**src/rtl/imem_boot_sequencer.sv**
```systemverilog
// Boot sequencer for the instruction memory: optional clear, host program load,
// timed core-reset hold, then release of the core into run mode.
module imem_boot_sequencer #(
    parameter int unsigned ADDR_W     = 10,
    parameter int unsigned DATA_W     = 32,
    parameter int unsigned IMEM_DEPTH = 1024,
    parameter int unsigned RESET_HOLD = 4
) (
    input  logic              clock,
    input  logic              reset,
    input  logic              start,
    input  logic              clear_en,
    input  logic              host_valid,
    output logic              host_ready,
    input  logic [ADDR_W-1:0] host_addr,
    input  logic [DATA_W-1:0] host_data,
    input  logic              host_last,
    output logic              imem_rw,
    output logic              imem_wr_en,
    output logic [ADDR_W-1:0] imem_addr,
    output logic [DATA_W-1:0] imem_wdata,
    output logic              imem_reset,
    output logic              core_reset,
    output logic              busy,
    output logic              done,
    output logic [ADDR_W:0]   load_count,
    output logic              err
);

    localparam int unsigned CNT_W  = ADDR_W + 1;
    localparam int unsigned HOLD_W = $clog2(RESET_HOLD + 1);

    localparam logic [CNT_W-1:0]  COUNT_MAX = {1'b1, {ADDR_W{1'b0}}};
    localparam logic [CNT_W-1:0]  DEPTH_LIM = CNT_W'(IMEM_DEPTH);
    localparam logic [ADDR_W-1:0] LAST_ADDR = ADDR_W'(IMEM_DEPTH - 1);
    localparam logic [HOLD_W-1:0] HOLD_END  = HOLD_W'(RESET_HOLD);

    localparam logic [2:0] S_IDLE  = 3'd0;
    localparam logic [2:0] S_IMRST = 3'd1;
    localparam logic [2:0] S_CLEAR = 3'd2;
    localparam logic [2:0] S_LOAD  = 3'd3;
    localparam logic [2:0] S_HOLD  = 3'd4;
    localparam logic [2:0] S_RUN   = 3'd5;

    logic [2:0]        state;
    logic [2:0]        state_nxt;
    logic              clear_sel;
    logic              clear_sel_nxt;
    logic [HOLD_W-1:0] hold_cnt;
    logic [HOLD_W-1:0] hold_cnt_nxt;

    logic              host_ready_nxt;
    logic              imem_rw_nxt;
    logic              imem_wr_en_nxt;
    logic [ADDR_W-1:0] imem_addr_nxt;
    logic [DATA_W-1:0] imem_wdata_nxt;
    logic              imem_reset_nxt;
    logic              core_reset_nxt;
    logic              busy_nxt;
    logic              done_nxt;
    logic [CNT_W-1:0]  load_count_nxt;
    logic              err_nxt;

    logic              in_range;
    logic              xfer;

    assign in_range = {1'b0, host_addr} < DEPTH_LIM;
    assign xfer     = host_ready && host_valid;

    // State and output registers; every output reflects the state being entered.
    always_ff @(posedge clock or negedge reset) begin
        if (!reset) begin
            state      <= S_IDLE;
            clear_sel  <= 1'b0;
            hold_cnt   <= '0;
            host_ready <= 1'b0;
            imem_rw    <= 1'b1;
            imem_wr_en <= 1'b0;
            imem_addr  <= '0;
            imem_wdata <= '0;
            imem_reset <= 1'b0;
            core_reset <= 1'b1;
            busy       <= 1'b0;
            done       <= 1'b0;
            load_count <= '0;
            err        <= 1'b0;
        end else begin
            state      <= state_nxt;
            clear_sel  <= clear_sel_nxt;
            hold_cnt   <= hold_cnt_nxt;
            host_ready <= host_ready_nxt;
            imem_rw    <= imem_rw_nxt;
            imem_wr_en <= imem_wr_en_nxt;
            imem_addr  <= imem_addr_nxt;
            imem_wdata <= imem_wdata_nxt;
            imem_reset <= imem_reset_nxt;
            core_reset <= core_reset_nxt;
            busy       <= busy_nxt;
            done       <= done_nxt;
            load_count <= load_count_nxt;
            err        <= err_nxt;
        end
    end

    // Next-state, datapath updates, then output decode from the next state.
    always_comb begin
        state_nxt      = state;
        clear_sel_nxt  = clear_sel;
        hold_cnt_nxt   = hold_cnt;
        host_ready_nxt = 1'b0;
        imem_rw_nxt    = 1'b1;
        imem_wr_en_nxt = 1'b0;
        imem_addr_nxt  = imem_addr;
        imem_wdata_nxt = imem_wdata;
        imem_reset_nxt = 1'b0;
        core_reset_nxt = 1'b1;
        busy_nxt       = 1'b0;
        done_nxt       = 1'b0;
        load_count_nxt = load_count;
        err_nxt        = err;

        case (state)
            S_IDLE, S_RUN: begin
                if (start) begin
                    state_nxt      = S_IMRST;
                    clear_sel_nxt  = clear_en;
                    load_count_nxt = '0;
                    err_nxt        = 1'b0;
                end
            end
            S_IMRST: begin
                if (clear_sel) begin
                    state_nxt     = S_CLEAR;
                    imem_addr_nxt = '0;
                end else begin
                    state_nxt = S_LOAD;
                end
            end
            S_CLEAR: begin
                if (imem_addr == LAST_ADDR) begin
                    state_nxt = S_LOAD;
                end else begin
                    imem_addr_nxt = imem_addr + ADDR_W'(1);
                end
            end
            S_LOAD: begin
                if (xfer) begin
                    // Out-of-range words are dropped but still flag the session.
                    if (in_range) begin
                        imem_wr_en_nxt = 1'b1;
                        imem_addr_nxt  = host_addr;
                        imem_wdata_nxt = host_data;
                        if (load_count != COUNT_MAX) begin
                            load_count_nxt = load_count + CNT_W'(1);
                        end
                    end else begin
                        err_nxt = 1'b1;
                    end
                    if (host_last) begin
                        state_nxt    = S_HOLD;
                        hold_cnt_nxt = '0;
                    end
                end
            end
            S_HOLD: begin
                if (hold_cnt == HOLD_END) begin
                    state_nxt = S_RUN;
                end else begin
                    hold_cnt_nxt = hold_cnt + HOLD_W'(1);
                end
            end
            default: begin
                state_nxt = S_IDLE;
            end
        endcase

        case (state_nxt)
            S_IMRST: begin
                imem_reset_nxt = 1'b1;
                imem_rw_nxt    = 1'b0;
                busy_nxt       = 1'b1;
            end
            S_CLEAR: begin
                imem_rw_nxt    = 1'b0;
                imem_wr_en_nxt = 1'b1;
                imem_wdata_nxt = '0;
                busy_nxt       = 1'b1;
            end
            S_LOAD: begin
                imem_rw_nxt    = 1'b0;
                host_ready_nxt = 1'b1;
                busy_nxt       = 1'b1;
            end
            S_HOLD: begin
                // First HOLD cycle retires the final write, so memory stays in write mode.
                imem_rw_nxt = (hold_cnt_nxt != HOLD_W'(0));
                busy_nxt    = 1'b1;
            end
            S_RUN: begin
                core_reset_nxt = 1'b0;
                done_nxt       = 1'b1;
            end
            default: begin
                core_reset_nxt = 1'b1;
            end
        endcase
    end

endmodule
```
**config.mk**
```make
export PLATFORM = sky130hd
export DESIGN_NAME = imem_boot_sequencer
export DESIGN_NICKNAME = d
export VERILOG_FILES = /design/src/rtl/imem_boot_sequencer.sv
export SDC_FILE = /design/constraint.sdc
export NUM_CORES = 1
export LEC_CHECK = 0
export CAP_MARGIN = 15
export CORE_UTILIZATION = 60
export DETAILED_ROUTE_END_ITERATION = 16
export DONT_BUFFER_PORTS = 1
export PLACE_DENSITY = 0.74
export SYNTH_ARGS = -nofsm -noshare
export SYNTH_HDL_FRONTEND = slang
export SYNTH_SLANG_ARGS = --single-unit
```
**constraint.sdc**
```tcl
create_clock -name clock -period 2.9 [get_ports clock]
set_clock_uncertainty 0.05 [all_clocks]
set_input_delay 0.29 -clock clock [delete_from_list [all_inputs] [get_ports clock]]
set_output_delay 0.29 -clock clock [all_outputs]
set_load 0.005 [all_outputs]
```
==> impl_metrics.py <==
metrics = {
    "synthesis": {
        "synth_top_area_cell": "dfrtp_1",
        "synth_top_cells_by_count": "nand2_1, dfrtp_1, a21oi_1",
        "syn_inst": 364,
        "synth_top_family_by_area": "simple AND/OR/NAND/NOR gates",
        "syn_avg_cell_area_sq_um": 9.11,
        "synth_area_sq_um": 3320,
        "synth_warnings": 0,
        "yosysMostFrequentCell": "nand2_1",
        "ys_ff_latch": 67,
        "muxShareOfSynthArea_pct": 0.981,
        "synth_nets": 417,
        "ys_seq_area_share_pct": 50.6,
        "synth_area_leaders": "dfrtp_1, nand2_1, a21oi_1, xor2_1, nand3_1",
        "synthFlopType": "dfrtp_1",
        "synth-compound-area-share_pct": 13.7,
        "async_flop_share_pct": 100,
        "synthSimpleGateAreaFrac_pct": 24.6,
        "synth-xor-area-share_pct": 3.70,
        "synth-edff-count": 0,
        "netlist.area_leader.share_pct": 49.1,
        "yosys.cell_types.count": 58,
        "synth-adder-area-share_pct": 1.89,
    },
    "die": {
        "die_h_um": 76.3,
        "die_w_um": 76.3,
        "io_pins": 109,
        "fp-row-count": 26,
        "initial_core_util_pct": 63.7,
        "die_area_sq_um": 5830,
        "core-area_sq_um": 5200,
    },
    "timing": {
        "post-route-min-period_ps": 2360,
        "finalSetupTns_ps": 0,
        "hold_viol": 0,
        "slew_headroom_pct": 52.9,
        "rsz0062_at_grt": "false",
        "slew_violations": 0,
        "final-setup-viol-count": 0,
        "worst_pin_slew_ps": 704,
        "whs_ps": 26.0,
        "setup_ws_ps": 541,
        "fmax_ghz": 0.424,
        "period_share_pct": 81.3,
    },
    "route": {
        "routed_wl_um": 7010,
        "drcViolationCount": 0,
        "via_count": 2589,
        "drt_first_iter_violations": 170,
        "wl_per_cell_um": 16.1,
        "drtAntennaViolNets": 0,
        "firstDrtPassIters": 6,
        "viasPerCell": 5.95,
    },
    "worst_setup_path": {
        "start_kind": "register",
        "cp_num_buf_inv": 0,
        "r2r-start": "state[2]",
        "slowest_delay_ps": 640,
        "r2r_slack_ps": 540,
        "critPathKind": "reg2reg",
        "cp_top_family": "simple AND/OR/NAND/NOR gates",
        "cp.required_ps": 3070,
        "critical_path.cell_chain": "nor3b_2 > a32o_1 > nor4_4 > nor2_4 > mux2_1",
        "critPathSlowestCell": "dfrtp_1",
        "critPathMaxFanout": 14,
        "r2r-end": "imem_addr[0]",
        "r2r_cells": 5,
        "cp.arrival_ps": 2520,
        "cp-end-kind": "register",
    },
    "clocking": {
        "cts_buffers": 9,
        "clock_sinks": 67,
        "cts_setup_buffers": 0,
        "clock_path_buffers": 2,
        "hold_buffers": 2,
        "htree_levels": 3,
        "cts_tree": "yes",
        "path_clk_slew_ps": 80,
        "clk_latency_ps": 330,
        "cts_resized": 0,
        "cts-root-buf": "clkbuf_8",
    },
    "final_layout": {
        "drive_gt1_share_pct": 9.32,
        "fin_area_sq_um": 3620,
        "antenna_cells": 0,
        "layout.nets": 413,
        "area_delta_synth_final_pct": 9.13,
        "nFillCells": 422,
        "final_cells": 435,
        "fin_util_pct": 69.5,
    },
    "place": {
        "port_buffers": 0,
        "dp_hpwl_um": 4680,
        "globalplace.congestion": 0.789,
        "dpl.cell_count": 417,
        "preCtsSetupSlack_ps": 580,
        "placed_area_sq_um": 3340,
    },
    "hold_path": {
        "hold_end": "imem_wdata[26]",
        "hold_start": "host_data[26]",
        "hold_depth": 2,
        "hp-class": "in2reg",
    },
    "pwr": {
        "power_density_nw_per_um2": 928,
        "leakage_nw": 1.56,
        "fin_total_pwr_mw": 3.36,
        "peakVddDrop_mv": 0.736,
    },
    "flow_run": {
        "cap_violations": 0,
    },
    "global_routing": {
        "first_global_vias": 2515,
        "antenna_found_initial": 0,
        "overflow": 0,
        "grt_pass1_wl_um": 11900,
        "grt_start_max_net_pins": 68,
        "grt_util_all_layers_pct": 26.0,
    },
    "status": {
        "status": "finished clean",
    },
}
[logic make-up (layout without fill, tap and decap cells)]
family / Yosys count / count (layout)
simple gates: 168 / 168
compound gates: 74 / 74
flops: 67 / 67
buf+inv: 32 / 33
xor+xnor: 14 / 14
fa+ha+maj: 5 / 5
mux: 3 / 3
other cells: 1 / 1
[final cells by class]
cell class / count / area, sq um / area share (%)
sequential: 67 / 1680 / 46.4
multi-input combinational: 265 / 1490 / 41.2
clock buffer: 10 / 128 / 3.53
clock inverter: 6 / 113 / 3.11
tap: 70 / 87.6 / 2.42
timing repair buffer: 6 / 80.1 / 2.21
inverter: 11 / 41.3 / 1.14
[report_power, final]
group / internal, mW / switching (mW) / leakage (nW) / total, mW
clock network: 0.575 / 0.362 / 0.121 / 0.936
registers: 1.13 / 0.249 / 0.890 / 1.38
logic: 0.405 / 0.640 / 0.545 / 1.05
total: 2.11 / 1.25 / 1.56 / 3.36
[placed cells by master (no fill, tap or decap), types with 4 or more instances in the layout]
master / count
ha_1: 5
nor2b_1: 5
xor2_1: 11
nand3_1: 18
nor2_1: 23
a21oi_1: 41
clkbuf_8: 9
or3_1: 4
o21ai_0: 9
nand2_1: 84
dfrtp_1: 65
inv_1: 11
o31ai_1: 4
and3_1: 6
[metal layers]
| layer | vias to the layer above | track usage, % | wire (um) |
|---|---|---|---|
| met5 | - | 0 | 0 |
| met3 | 8 | 6.83 | 534 |
| met1 | 1239 | 32.1 | 2930 |
| met4 | 0 | 10.6 | 61 |
| li1 | 1232 | - | - |
| met2 | 110 | 43.2 | 3490 |
[worst register-to-register path: stages, from the launching register on]
cell,delay (ps)
dfrtp_1,640
nor3b_2,520
a32o_1,310
nor4_4,90
nor2_4,270
mux2_1,360
[flip-flops by register name, summed over array words and instances (netlist names)]
name / flops
busy: 1
clear_sel: 1
core_reset: 1
done: 1
hold_cnt: 3
host_ready: 1
imem_addr: 10
imem_reset: 1
imem_rw: 1
imem_wdata: 32
imem_wr_en: 1
load_count: 11
state: 3
[worst max path at each step]
stage / startpoint / to / slack, ps / cells after the start
2_1_floorplan: hold_cnt[0] / imem_addr[5] / 770 / 8
3_3_place_gp: state[2] / imem_addr[0] / 670 / 5
3_5_place_dp: state[2] / imem_addr[0] / 580 / 5
4_1_cts: state[2] / imem_addr[0] / 540 / 5
5_1_grt: state[2] / imem_addr[0] / 390 / 5
6_report: state[2] / imem_addr[0] / 540 / 5
Power figures use the tool's default switching activity.
